### config.mk
export PLATFORM = sky130hd
export DESIGN_NAME = fetch_unit_flat
export DESIGN_NICKNAME = d
export VERILOG_FILES = /design/src/rtl/fetch_unit_if.sv /design/src/rtl/fetch_unit.sv /design/src/flat_wrapper.sv
export SDC_FILE = /design/constraint.sdc
export NUM_CORES = 1
export LEC_CHECK = 0
export ABC_CLOCK_PERIOD_IN_PS = 15850
export CORE_ASPECT_RATIO = 1.4
export CORE_UTILIZATION = 30
export CTS_CLUSTER_SIZE = 8
export DETAILED_ROUTE_END_ITERATION = 12
export GPL_TIMING_DRIVEN = 1
export PLACE_DENSITY = 0.6
export SLEW_MARGIN = 30
export SYNTH_ARGS = -nofsm -noshare
export SYNTH_HDL_FRONTEND = slang
export SYNTH_SLANG_ARGS = --single-unit
### constraint.sdc
create_clock -name clk -period 15.85 [get_ports clk]
set_input_delay 1.585 -clock clk [delete_from_list [all_inputs] [get_ports clk]]
set_output_delay 1.585 -clock clk [all_outputs]
set_load 0.005 [all_outputs]
### src/rtl/fetch_unit_if.sv
// Fetch-side bus bundle: instruction memory read port, redirect input, decode handshake, fault status.
// Perf counter signals exist only when FETCH_PERF_EN is defined.
interface fetch_unit_if;
  logic [31:0] imem_addr;
  logic [31:0] imem_data;
  logic        redirect_valid;
  logic [31:0] redirect_pc;
  logic        out_valid;
  logic        out_ready;
  logic [31:0] out_instr;
  logic [31:0] out_pc;
  logic        fault;
  logic [31:0] fault_pc;
`ifdef FETCH_PERF_EN
  logic [31:0] perf_fetched;
  logic [31:0] perf_stall;

  modport master (
    output imem_addr, out_valid, out_instr, out_pc, fault, fault_pc, perf_fetched, perf_stall,
    input  imem_data, redirect_valid, redirect_pc, out_ready
  );
  modport slave (
    input  imem_addr, out_valid, out_instr, out_pc, fault, fault_pc, perf_fetched, perf_stall,
    output imem_data, redirect_valid, redirect_pc, out_ready
  );
`else
  modport master (
    output imem_addr, out_valid, out_instr, out_pc, fault, fault_pc,
    input  imem_data, redirect_valid, redirect_pc, out_ready
  );
  modport slave (
    input  imem_addr, out_valid, out_instr, out_pc, fault, fault_pc,
    output imem_data, redirect_valid, redirect_pc, out_ready
  );
`endif
endinterface

### src/rtl/fetch_unit.sv
// Instruction fetch stage: PC, 2-entry instruction queue, redirect handling and sticky illegal-fetch fault.
// Optional macro FETCH_PERF_EN adds perf_fetched / perf_stall counters.
module fetch_unit #(
  parameter logic [31:0] RESET_PC    = 32'h0000_1000,
  parameter int          IMEM_WORDS  = 32,
  parameter int          QUEUE_DEPTH = 2
) (
  input  logic         clk,
  input  logic         reset,
  fetch_unit_if.master bus
);

  typedef enum logic {RUN, FAULT} state_e;

  localparam logic [1:0]  QFULL     = 2'(QUEUE_DEPTH);
  localparam logic [32:0] PC_LIMIT  = {1'b0, RESET_PC} + 33'(4 * IMEM_WORDS);

  state_e      state_q, state_d;
  logic [31:0] pc_q, pc_d;
  logic [31:0] q_instr [2];
  logic [31:0] q_pc    [2];
  logic        wr_ptr, rd_ptr;
  logic [1:0]  count;
  logic        fault_q;
  logic [31:0] fault_pc_q;
  logic        pc_legal;
  logic        out_valid_int;
  logic        push, pop, flush, fault_set;

  assign pc_legal      = (pc_q[1:0] == 2'b00) && (pc_q >= RESET_PC) && ({1'b0, pc_q} < PC_LIMIT);
  assign out_valid_int = (state_q == RUN) && (count != 2'd0);

  always_comb begin
    state_d   = state_q;
    pc_d      = pc_q;
    push      = 1'b0;
    pop       = 1'b0;
    flush     = 1'b0;
    fault_set = 1'b0;
    case (state_q)
      RUN: begin
        if (bus.redirect_valid) begin
          // Target legality is judged next cycle, once it is the current PC.
          flush = 1'b1;
          pc_d  = bus.redirect_pc;
        end else if (!pc_legal) begin
          state_d   = FAULT;
          fault_set = 1'b1;
          flush     = 1'b1;
        end else begin
          pop  = out_valid_int && bus.out_ready;
          push = (count != QFULL) || pop;
          if (push) pc_d = pc_q + 32'd4;
        end
      end
      FAULT: ;
      default: state_d = RUN;
    endcase
  end

  always_ff @(posedge clk) begin
    if (reset) begin
      state_q    <= RUN;
      pc_q       <= RESET_PC;
      wr_ptr     <= 1'b0;
      rd_ptr     <= 1'b0;
      count      <= 2'd0;
      fault_q    <= 1'b0;
      fault_pc_q <= 32'd0;
      for (int i = 0; i < 2; i++) begin
        q_instr[i] <= 32'd0;
        q_pc[i]    <= 32'd0;
      end
    end else begin
      state_q <= state_d;
      pc_q    <= pc_d;
      if (flush) begin
        wr_ptr <= 1'b0;
        rd_ptr <= 1'b0;
        count  <= 2'd0;
      end else begin
        if (push) begin
          q_instr[wr_ptr] <= bus.imem_data;
          q_pc[wr_ptr]    <= pc_q;
          wr_ptr          <= ~wr_ptr;
        end
        if (pop) rd_ptr <= ~rd_ptr;
        count <= count + {1'b0, push} - {1'b0, pop};
      end
      if (fault_set) begin
        fault_q    <= 1'b1;
        fault_pc_q <= pc_q;
      end
    end
  end

  assign bus.imem_addr = (state_q == FAULT) ? fault_pc_q : pc_q;
  assign bus.out_valid = out_valid_int;
  assign bus.out_instr = q_instr[rd_ptr];
  assign bus.out_pc    = q_pc[rd_ptr];
  assign bus.fault     = fault_q;
  assign bus.fault_pc  = fault_pc_q;

`ifdef FETCH_PERF_EN
  logic [31:0] perf_fetched_q, perf_stall_q;

  // Both counters stop naturally in FAULT: no pushes and out_valid is low there.
  always_ff @(posedge clk) begin
    if (reset) begin
      perf_fetched_q <= 32'd0;
      perf_stall_q   <= 32'd0;
    end else begin
      if (push) perf_fetched_q <= perf_fetched_q + 32'd1;
      if (out_valid_int && !bus.out_ready) perf_stall_q <= perf_stall_q + 32'd1;
    end
  end

  assign bus.perf_fetched = perf_fetched_q;
  assign bus.perf_stall   = perf_stall_q;
`endif

endmodule

### src/flat_wrapper.sv
// flat-port wrapper written by rule: the top's interface ports become plain ports
module fetch_unit_flat 
#(
  parameter logic [31:0] RESET_PC    = 32'h0000_1000,
  parameter int          IMEM_WORDS  = 32,
  parameter int          QUEUE_DEPTH = 2
)
  (clk, reset, bus_imem_addr, bus_out_valid, bus_out_instr, bus_out_pc, bus_fault, bus_fault_pc, bus_imem_data, bus_redirect_valid, bus_redirect_pc, bus_out_ready);
  fetch_unit_if bus_i ();
  input  logic clk;
  input  logic reset;
  output wire logic [$bits(bus_i.imem_addr)-1:0] bus_imem_addr;
  output wire logic [$bits(bus_i.out_valid)-1:0] bus_out_valid;
  output wire logic [$bits(bus_i.out_instr)-1:0] bus_out_instr;
  output wire logic [$bits(bus_i.out_pc)-1:0] bus_out_pc;
  output wire logic [$bits(bus_i.fault)-1:0] bus_fault;
  output wire logic [$bits(bus_i.fault_pc)-1:0] bus_fault_pc;
  input wire logic [$bits(bus_i.imem_data)-1:0] bus_imem_data;
  input wire logic [$bits(bus_i.redirect_valid)-1:0] bus_redirect_valid;
  input wire logic [$bits(bus_i.redirect_pc)-1:0] bus_redirect_pc;
  input wire logic [$bits(bus_i.out_ready)-1:0] bus_out_ready;
  assign bus_imem_addr = bus_i.imem_addr;
  assign bus_out_valid = bus_i.out_valid;
  assign bus_out_instr = bus_i.out_instr;
  assign bus_out_pc = bus_i.out_pc;
  assign bus_fault = bus_i.fault;
  assign bus_fault_pc = bus_i.fault_pc;
  assign bus_i.imem_data = bus_imem_data;
  assign bus_i.redirect_valid = bus_redirect_valid;
  assign bus_i.redirect_pc = bus_redirect_pc;
  assign bus_i.out_ready = bus_out_ready;
  fetch_unit #(.RESET_PC(RESET_PC), .IMEM_WORDS(IMEM_WORDS), .QUEUE_DEPTH(QUEUE_DEPTH)) u_core (.clk(clk), .reset(reset), .bus(bus_i));
endmodule
Word level (Yosys, flattened, before mapping)
Memory sizes are Yosys's and may differ from the RTL's. A register that Yosys moved wholly into a read port is not among the register bits.
Cells that the tools add are included.
- register bits after elaboration: 70
- bits in writable memories: 128
- bits of input ports: 68
- output and inout port bits: 130
- logic and storage cells: 63
- memories: 2
- add/subtract/negate cells: 3
- $lt $le $gt $ge: 2
- equal/unequal tests: 1
- mux-type cells: 32
- bitwise gates (word level): 3
- reductions and logical operators: 13
- memory list (name ; depth ; width ; rd ports ; clocked after Yosys merged registers in ; wr ports ; line ; RTL):
    u_core.q_instr ; 2 ; 32 ; 1 ; 1 ; 2 ; fetch_unit.sv:20 ; logic [31:0] q_instr [2];
    u_core.q_pc ; 2 ; 32 ; 1 ; 1 ; 2 ; fetch_unit.sv:21 ; logic [31:0] q_pc [2];
- operator list (cell ; count):
    32-bit 2-to-1 mux ; 6
    32-bit OR reduction ; 2
    32-bit by 3-bit adder with 32-bit output, second input constant ; 1
    32-bit by 13-bit >= comparator with 1-bit output, second input constant ; 1
    32-bit by 13-bit less-than comparator with 1-bit output, second input constant ; 1
    1-bit 2-to-1 mux ; 26
    2-bit nonzero test ; 3
    1-bit logical AND ; 4
    1-bit inverter ; 3
    3-bit AND reduction ; 1
    2-bit by 1-bit adder with 2-bit output ; 1
    2-bit zero test ; 1
    2-bit inequality test, second input constant ; 1
    2-bit OR reduction ; 1
    2-bit by 1-bit subtractor with 2-bit output ; 1
    1-bit logical OR ; 1

Logic depth before layout (Yosys ltp)
Gate-level depths: netlist of run 1.
- depth in word-level cells: 13
- gate-level depth with buffers: 11
- mapped depth without buffers: 10

Worst setup path before layout of run 1
OpenSTA, ideal clock, no wires.
- path type: input to register
- start point: in bus_redirect_valid
- end point: mem u_core.q_instr[0][0] (enable)
- setup time: 574 ps
- data arrival time: 6574 ps
- required time: 15276 ps
- path slack: 8701 ps
- cell stages on the path: 4
- buffers on the path: 0
- cells stage by stage: clkinv_1 a21oi_1 nand2_1 o21ai_0
- RTL lines (what ; line ; RTL):
    start, declared ; flat_wrapper.sv:19 ; input wire logic [$bits(bus_i.redirect_valid)-1:0] bus_redirect_valid;
    end, declared ; fetch_unit.sv:20 ;

==> run metrics, run 1 <==
Final Hold Fails 0; gpl congestion 0.7631; CP arrival roughly 5.0 ns; CTS Hold Bufs 0; clock skew approximately 0.015 ns; Slew @ Worst Pin approximately 0.96 ns; CTS buffer count 17; placed cells about 1300; R2R cell count 7; setup total negative slack 0 ns; Routed Antenna Nets 0; Antenna Diode Count 0; setup violators final 0; CTS tree built; mapped cell area around 8600 um^2; Max VDD drop about 0.00008 V; Avg Cell Area, Syn roughly 12 um^2; via count approximately 6100; GRT Overall Usage ~15%; site row count 73; Sink Count 199; Clock Path Buffers 2; crit end category register; crit path time final ~5 ns; Slew Limit Fails 0; Post-CTS Resized 0; Highest Clock Rate slightly above 200 MHz; Max Fanout on Critical Path 64; Mapped Cells around 720; r2r startpoint u_core.pc_q[12]; Reg area roughly 5300 um^2; initial antenna violation count 0; ys flop type edfxtp_1; I/O pins between 150 and 200; Layout fillers 2741; 1st-pass router iterations 5; Root Driver clkbuf_16; final design utilization 41.29%; critical path required time roughly 16 ns; port bufs just under 200; worst skew pair latency approximately 0.43 ns; Post-synth ARST share 0%; crit path launch type input port; Detailed Route Iter0 Violations just under 300; hold endpoint u_core.bus.fault_pc[14]; total routed wirelength between 20 and 25 mm; reg-to-reg endpoint u_core.q_pc[1][30]; Starting Density between 30% and 40%; area of the die 29350 um^2; DR WL/cell 15.69 um; Pwr Total 1133 uW; setup slack, reg-to-reg about 12 ns; PwrDens 96.95 nW/um^2; Die Y between 200 and 250 um; # Post-CTS Setup Buffers 0; count of different cell masters after synthesis between 50 and 60; Residual DRC 0; Yosys Warn Count 0; #FFs+latches synth roughly 200; first-pass GRT wire length 33.03 mm; most frequent cells in the layout clkdlybuf4s50_1 (196), edfxtp_1 (128), nand2_1 (96), mux2_2 (96), and2_1 (74); fin nets between 1000 and 1500; max cap viols 0; post-DP HPWL between 10 and 15 mm; commonest non-fill, non-tap cell in the layout clkdlybuf4s50_1; status completed; hold path cells 2; Vias/cell ~4.6; Post-synth EDFFs around 130; leakage between 0.004 and 0.005 uW; clock-pin slew on the worst setup and hold paths ~0.080 ns; area grow syn2layout 35.99%; RSZ-0062 raised after global routing no; Hold Crit Class register to register; largest net degree at the start of global routing 65; Setup Crit Path Kind input port to register; area of the multi-input gates around 3300 um^2; register area share after synthesis around three fifths; Die X approximately 150 um; gr ovfl total 0; vias in the first global route just over 6000; H-tree depth 4; final cell count without fillers around 1300; share of cells above drive strength 1 15.70%; core area between 20000 and 30000 um^2; fin crit share a little under a third; Min Hold Slack between 0.4 and 0.5 ns; Max-Slew Margin vs Limit a little over a third; hold_sp u_core.bus.fault_pc[14]
-- registers in the layout, indices dropped and copies added, names as in the netlist, named ones only --
signal / flops
u_core.rd_ptr: 1
u_core.bus.fault: 1
u_core.state_q: 1
u_core.bus.fault_pc: 32
u_core.q_pc: 64
u_core.pc_q: 32
u_core.wr_ptr: 1
u_core.count: 2
u_core.q_instr: 64
-- final cells by class --
| type | instances | share of cell area (%) |
|---|---|---|
| Clock inverter | 9 | 0.5351 |
| Multi-Input combinational cell | 517 | 28.18 |
| Clock buffer | 23 | 4.377 |
| Sequential cell | 199 | 45.10 |
| Inverter | 7 | 0.2247 |
| Tap cell | 375 | 4.013 |
| Timing Repair Buffer | 207 | 17.57 |
-- synthesized netlist by cell type (all sizes together) (7+ instances only) --
library cell  instances  share of area, %
dfxtp                71                17
a21oi                68               4.0
and2                 74               5.4
nor2                 14              0.61
buf                  13               1.2
nand3                19               1.1
mux2                 96                13
nand2                97               4.3
edfxtp              128                45
nor4                  8              0.58
clkbuf               32               1.4
nand4                 7              0.58
o21ai                34               2.0
-- per-layer routing --
layer	GRT usage, %	routed length [um]	part of all wire [%]	vias to the layer above
met4	5.263	295	1.4	0
met5	0	0	0	-
met3	3.589	1148	5.5	21
met2	26.84	10970	52	186
li1	-	-	-	3004
met1	16.15	8563	41	2916
-- metrics by stage --
step | instance area [um^2] | setup WS, ns
after global routing | 11690 | 10.59
after CTS | 11670 | 10.94
after detailed placement | 11100 | 10.49
after floorplan | 8788 | 8.701
after global placement | 11090 | 10.52
final | 11690 | 10.93
-- how the worst max path moves through the flow --
stage                                  start               endpoint
after floorplan           bus_redirect_valid   u_core.q_instr[0][0]
after CTS                 bus_redirect_valid  u_core.q_instr[1][26]
final                     bus_redirect_valid     u_core.q_pc[1][30]
after detailed placement  bus_redirect_valid  u_core.q_instr[1][15]
after global routing      bus_redirect_valid  u_core.q_instr[1][26]
after global placement    bus_redirect_valid  u_core.q_instr[1][15]
-- report_power, final --
part	switching [uW]	total, uW	internal, uW	leakage (uW)
combinational	52.7	117	64.4	0.00202
sequential	19.7	595	575	0.00187
clock	191	421	230	0.000284
-- logic make-up after synthesis --
family / count (synthesis) / share of synthesized area, %
AND/OR/NAND/NOR: 239 / 14.39
flip-flops: 199 / 61.24
AO/OA/AOI/OAI: 124 / 7.961
multiplexers: 97 / 12.69
buffers and inverters: 53 / 3.027
adder cells (fa/ha/maj): 3 / 0.4367
XOR/XNOR: 2 / 0.2038
other: 1 / 0.04362
-- worst max-delay path, cell delays in order --
cell             delay, ns
clkdlybuf4s50_1       0.45
buf_4                 0.32
clkinv_1              0.48
a21oi_1               0.87
nand2_1               0.24
inv_1                 0.16
a21o_2                0.13
buf_4                 0.67
Power figures use the tool's default switching activity.
==> run 2, diff against run 1 <==
Settings changed: ABC_CLOCK_PERIOD_IN_PS 15850 to 4400, PLACE_DENSITY 0.6 to 0.62.
Clock period 15.85 ns to 4.4 ns, I/O delays scaled along.
==> run 2 against run 1 <==
  * Combinational power rose to 3.8 times the previous value
  * Final cell count up 0.22%
  * Worst setup slack worse by 9.8 ns
  * Sequential share of layout area down 0.13 points
  * Clock skew up 0.00070 ns
  * Global-route usage up 0.10 points
  * Critical path type is now register to register
  * Routed wire length up 0.77%
  * Via count up 0.23%
  * Clock-buffer cell count down 6
  * Highest routed layer unchanged
==> run metrics, run 2 (synthesis gave the netlist of run 1 again) <==
Clock power frac 37.3% (about the same); 1st-pass router iterations 5 (unchanged); Post-CTS Resized 0 (unchanged); setup total negative slack 0 ns (unchanged); Root Driver clkbuf_16; total routed wirelength 21.14 mm (+0.77%); via count 6141 (+0.23%); max cap viols 0 (unchanged); Setup WS pre-CTS 1.221 ns (-9.265 ns); area grow syn2layout 36.37%; area of the die 29350 um^2 (unchanged); Final WS setup 1.122 ns (-9.811 ns); worst skew pair latency 0.43 ns (about the same); NetSw 961.9 uW (+270%); RSZ-0062 raised after global routing no; Max-Slew Margin vs Limit 37.50% (+1.4 points); leakage 0.004181 uW (about the same); Int Pwr 3149 uW (+260%); most frequent cells in the layout clkdlybuf4s50_1 (196), edfxtp_1 (128), nand2_1 (96), mux2_2 (96), and2_1 (74); CTS tree built; Die X 145.1 um (unchanged); Hold Crit Class register to register; Residual DRC 0 (unchanged); Vias/cell 4.583 (about the same); Slowest Stage Delay on Critical Path 0.73 ns (-0.14 ns); Antenna Diode Count 0 (unchanged); CTS buffer count 17 (unchanged); CTS Hold Bufs 0 (unchanged); PwrDens 350.7 nW/um^2 (+260%); DR WL/cell 15.78 um (+0.54%); Starting Density 30.36% (unchanged); Max VDD drop 0.0002390 V (+200%); CP cell instances nor4b_1 -> nand4_1 -> nor3_2 -> nand2_1 -> inv_1 -> a21o_4; R2R cell count 6 (-1); crit end category register; fin nets 1023 (+0.29%); gr ovfl total 0 (unchanged); vias in the first global route 6174 (+1.6%); largest net degree at the start of global routing 65 (unchanged); Clock Path Buffers 2 (unchanged); # Post-CTS Setup Buffers 0 (unchanged); Slew @ Worst Pin 0.9312 ns (-0.02746 ns); Max Fanout on Critical Path 64 (unchanged); Final Hold Fails 0 (unchanged); post-DP HPWL 14.03 mm (+2.8%); setup violators final 0 (unchanged); Sw Ratio 23.40% (+0.17 points); gpl congestion 0.8237 (+7.9%); Die Y 202.3 um (unchanged); Gate power share 10.8% (+0.5 points); clock-pin slew on the worst setup and hold paths 0.08 ns (about the same); largest registers u_core.q_instr (64), u_core.q_pc (64); status completed; Detailed Route Iter0 Violations 304 (+4.8%); crit path launch type register; crit path time final 3.278 ns; CP max stage cell a21o_4; commonest non-fill, non-tap cell in the layout clkdlybuf4s50_1; Setup Crit Path Kind register to register; share of cells above drive strength 1 16.17% (+0.47 points); sequential share of power 51.9% (-0.6 points); CP arrival 3.33 ns (-1.63 ns); clock skew 0.01553 ns (+0.0006994 ns); H-tree depth 4 (unchanged); hold path cells 2 (unchanged); Highest Clock Rate 305.0 MHz; fin crit share between 70 and 80%; site row count 73 (unchanged); first-pass GRT wire length 33.47 mm (+1.3%); critical path required time 4.45 ns (-11.45 ns); port bufs 197 (unchanged); Slew Limit Fails 0 (unchanged); I/O pins 198 (unchanged); Sink Count 199 (unchanged); initial antenna violation count 0 (unchanged); Routed Antenna Nets 0 (unchanged); core area 28310 um^2 (unchanged); GRT Overall Usage 14.68% (+0.10 points)
==> run 2: cell types whose count changed in the layout (fill, tap and decap cells not counted), sizes merged <==
| cell | previous run | this run |
|---|---|---|
| buf | 11 | 14 |
| bufinv | 0 | 2 |
| clkbuf | 23 | 17 |
| clkinv | 6 | 8 |
| clkinvlp | 1 | 5 |
| inv | 9 | 7 |
==> run 2: final timing paths <==
kind	slack (ns)	start	end
hold / removal	0.47	u_core.bus.fault_pc[1]	u_core.bus.fault_pc[1]
setup reg to reg	1.12	u_core.pc_q[12]	u_core.q_pc[1][24]
hold reg to reg	0.47	u_core.bus.fault_pc[1]	u_core.bus.fault_pc[1]
setup / recovery	1.12	u_core.pc_q[12]	u_core.q_pc[1][24]
==> run 2: layout make-up <==
type                    count  area (um^2)
inverters                   7        26.28
clock inverters            15        152.6
clock buffers              17        425.4
repair buffers            210         2077
flip-flops and latches    199         5273
well taps                 375        469.2
fillers                  2688        16590
multi-input cells         517         3301
==> run 2: power by group through the flow <==
stage | combinational, uW | clock, uW | sequential (uW)
6_report | 442 | 1530 | 2130
5_1_grt | 480 | 1650 | 2150
4_1_cts | 448 | 1580 | 2140
3_5_place_dp | 445 | 0 | 2180
3_3_place_gp | 448 | 0 | 2170
2_1_floorplan | 210 | 0 | 2150
==> run 2: metal layers <==
metal	part of all wire, %	wire [um]	track usage, %
met1	41	8700	17.01
met2	52	10980	26.08
met3	5.3	1128	3.950
met4	1.6	334	4.812
met5	0	0	0
==> run 2: critical path, delay by kind of cell (launching register included) <==
family                 cells  cell delay, ns
AOI/OAI and AO/OA          1            0.73
buffers and inverters      1            0.16
and+or+nand+nor            4            1.52
DFF                        1            0.44
==> run 2: through the flow <==
| step | instance area (um^2) | std cells | hold WS, ns | utilization, % | power (uW) |
|---|---|---|---|---|---|
| floorplan | 8792 | 769 | 0.4515 | - | 2361 |
| global placement | 11140 | 1308 | 0.4546 | 39.35 | 2621 |
| detailed placement | 11140 | 1308 | 0.4612 | 39.35 | 2623 |
| CTS | 11720 | 1340 | 0.4709 | 41.40 | 4168 |
| global route | 11720 | 1340 | 0.4892 | 41.41 | 4274 |
| finish | 11720 | 1340 | 0.4662 | 41.41 | 4111 |
==> run 3, diff against run 2 <==
Settings changed: ABC_CLOCK_PERIOD_IN_PS 4400 to 2800.
Clock period 4.4 ns to 2.8 ns, I/O delays scaled along.
==> run 3 against run 2 <==
  * Largest power group unchanged
  * Critical endpoint is now u_core.count[1]
  * Sequential share of layout area down 1.1 points
  * Worst hold slack worse by 0.35 ns
  * Non-clock buffer count up 18
  * Global-route usage up 0.50 points
==> run metrics, run 3 (synthesis gave the netlist of run 1 again) <==
largest registers u_core.q_instr (64), u_core.q_pc (64); crit path launch type register; PwrDens 558.4 nW/um^2 (+59%); Max VDD drop 0.0004231 V (+77%); NetSw 1541 uW (+60%); GRT Overall Usage 15.18% (+0.50 points); CP arrival 2.83 ns (-0.50 ns); Hold Crit Class input port to register; setup violators final 0 (unchanged); vias in the first global route 6412 (+3.9%); Detailed Route Iter0 Violations 283 (-6.9%); initial antenna violation count 0 (unchanged); Sink Count 199 (unchanged); met3 global-route usage 3.296% (-0.65 points); CTS tree built; Highest Clock Rate 393.2 MHz (+29%); total routed wirelength 21.67 mm (+2.5%); Clock Path Buffers 2 (unchanged); clock-pin slew on the worst setup and hold paths 0.08 ns (about the same); fin crit share 90.82% (+16 points); commonest non-fill, non-tap cell in the layout clkdlybuf4s50_1; Slew Limit Fails 0 (unchanged); GRT met1 Usage 17.68% (+0.67 points); first-pass GRT wire length 34.80 mm (+4.0%); Slew @ Worst Pin 0.8406 ns (-0.09060 ns); DR WL/cell 15.95 um (+1.1%); Post-CTS Resized 0 (unchanged); crit path time final 2.543 ns (-0.7353 ns); final design utilization 42.41% (+1.0 points); crit end category register; Reg area 5270 um^2 (about the same); R2R cell count 10 (+4); layer with the highest usage met2; sequential share of power 49.8% (-2.1 points); Pwr Total 6705 uW (+63%); Die Y 202.3 um (unchanged); Starting Density 30.36% (unchanged); max cap viols 0 (unchanged); H-tree depth 4 (unchanged); area of the die 29350 um^2 (unchanged); clock skew 0.01340 ns (-0.002129 ns); share of cells above drive strength 1 18.11% (+1.9 points); port bufs 197 (unchanged); Gate power share 11.2% (+0.4 points); Root Driver clkbuf_16; Die X 145.1 um (unchanged); Max Fanout on Critical Path 7 (-89%); post-DP HPWL 14.86 mm (+5.9%); fin nets 1041 (+1.8%); worst skew pair latency 0.44 ns (about the same); GR Layer Usage met2 27.44% (+1.4 points); status completed; RSZ-0062 raised after global routing no; site row count 73 (unchanged); Clock power frac 39.0% (+1.7 points); area grow syn2layout 39.67%; Final Hold Fails 0 (unchanged); most frequent cells in the layout clkdlybuf4s50_1 (196), edfxtp_1 (128), mux2_2 (96); # Post-CTS Setup Buffers 0 (unchanged); gpl congestion 0.8098 (-1.7%); Routed Antenna Nets 0 (unchanged); 1st-pass router iterations 4 (-1); critical path required time 3.09 ns (-1.36 ns); I/O pins 198 (unchanged); area of the multi-input gates 3343 um^2 (+1.3%); CTS buffer count 17 (unchanged); setup total negative slack 0 ns (unchanged); core area 28310 um^2 (unchanged); CTS Hold Bufs 0 (unchanged); Setup Crit Path Kind register to register; gr ovfl total 0 (unchanged); Vias/cell 4.555 (-0.60%); Residual DRC 0 (unchanged); Antenna Diode Count 0 (unchanged); Layout fillers 2706 (+0.67%); via count 6186 (+0.73%); hold path cells 2 (unchanged); Int Pwr 5164 uW (+64%); leakage 0.004330 uW (+3.6%); largest net degree at the start of global routing 65 (unchanged); Max-Slew Margin vs Limit 43.75% (+6.2 points); Sw Ratio 22.98% (-0.41 points)
run 3: changes by cell type in the layout (fill, tap and decap cells not counted), sizes merged:
cell,before,now
inv,7,9
clkbuf,17,18
clkinv,8,4
buf,14,32
bufinv,2,4
clkinvlp,5,4
run 3: worst paths after layout:
path,startpoint,end,slack [ns]
max,u_core.pc_q[12],u_core.count[1],0.26
min,reset,u_core.pc_q[4],0.12
max reg2reg,u_core.pc_q[12],u_core.count[1],0.26
min reg2reg,u_core.bus.fault_pc[7],u_core.bus.fault_pc[7],0.47
run 3: worst max-delay path, cell delays in order, from the launching register on:
cell and delay [ns]:
dfxtp_1 0.45, nor4b_2 0.35, nand4_1 0.30, nor3_4 0.30, and3_1 0.20, ha_1 0.24
inv_1 0.06, ha_1 0.15, xor2_1 0.17, xnor2_1 0.13, nor3_1 0.05
run 3: metrics by stage:
step           instance area (um^2)  hold WS, ns  instances  setup WS, ns
2_1_floorplan                  8843       0.4042        769      0.002446
3_3_place_gp                  11380       0.4537       1326        0.3155
3_5_place_dp                  11380       0.4610       1326        0.2646
4_1_cts                       12010      0.09653       1358        0.2415
5_1_grt                       12010       0.1180       1358       0.07610
6_report                      12010       0.1194       1358        0.2569
run 3: routing by layer:
layer | up-vias | part of all wire [%]
li1 | 3048 | -
met1 | 2921 | 42
met2 | 192 | 52
met3 | 25 | 4.5
met4 | 0 | 1.5
met5 | - | 0
run 3: cell type report:
class | instances | area share, %
Sequential cell | 199 | 43.89
Multi-Input combinational cell | 517 | 27.84
Timing Repair Buffer | 228 | 18.94
Tap cell | 375 | 3.907
Clock buffer | 18 | 3.574
Clock inverter | 14 | 1.626
Inverter | 7 | 0.2188
run 3: power by group through the flow:
| stage | Sequential (uW) | Clock [uW] | Combinational, uW |
|---|---|---|---|
| floorplan | 3380 | 0 | 338 |
| global placement | 3400 | 0 | 756 |
| detailed placement | 3410 | 0 | 756 |
| CTS | 3340 | 2680 | 761 |
| global route | 3360 | 2790 | 816 |
| finish | 3340 | 2620 | 751 |
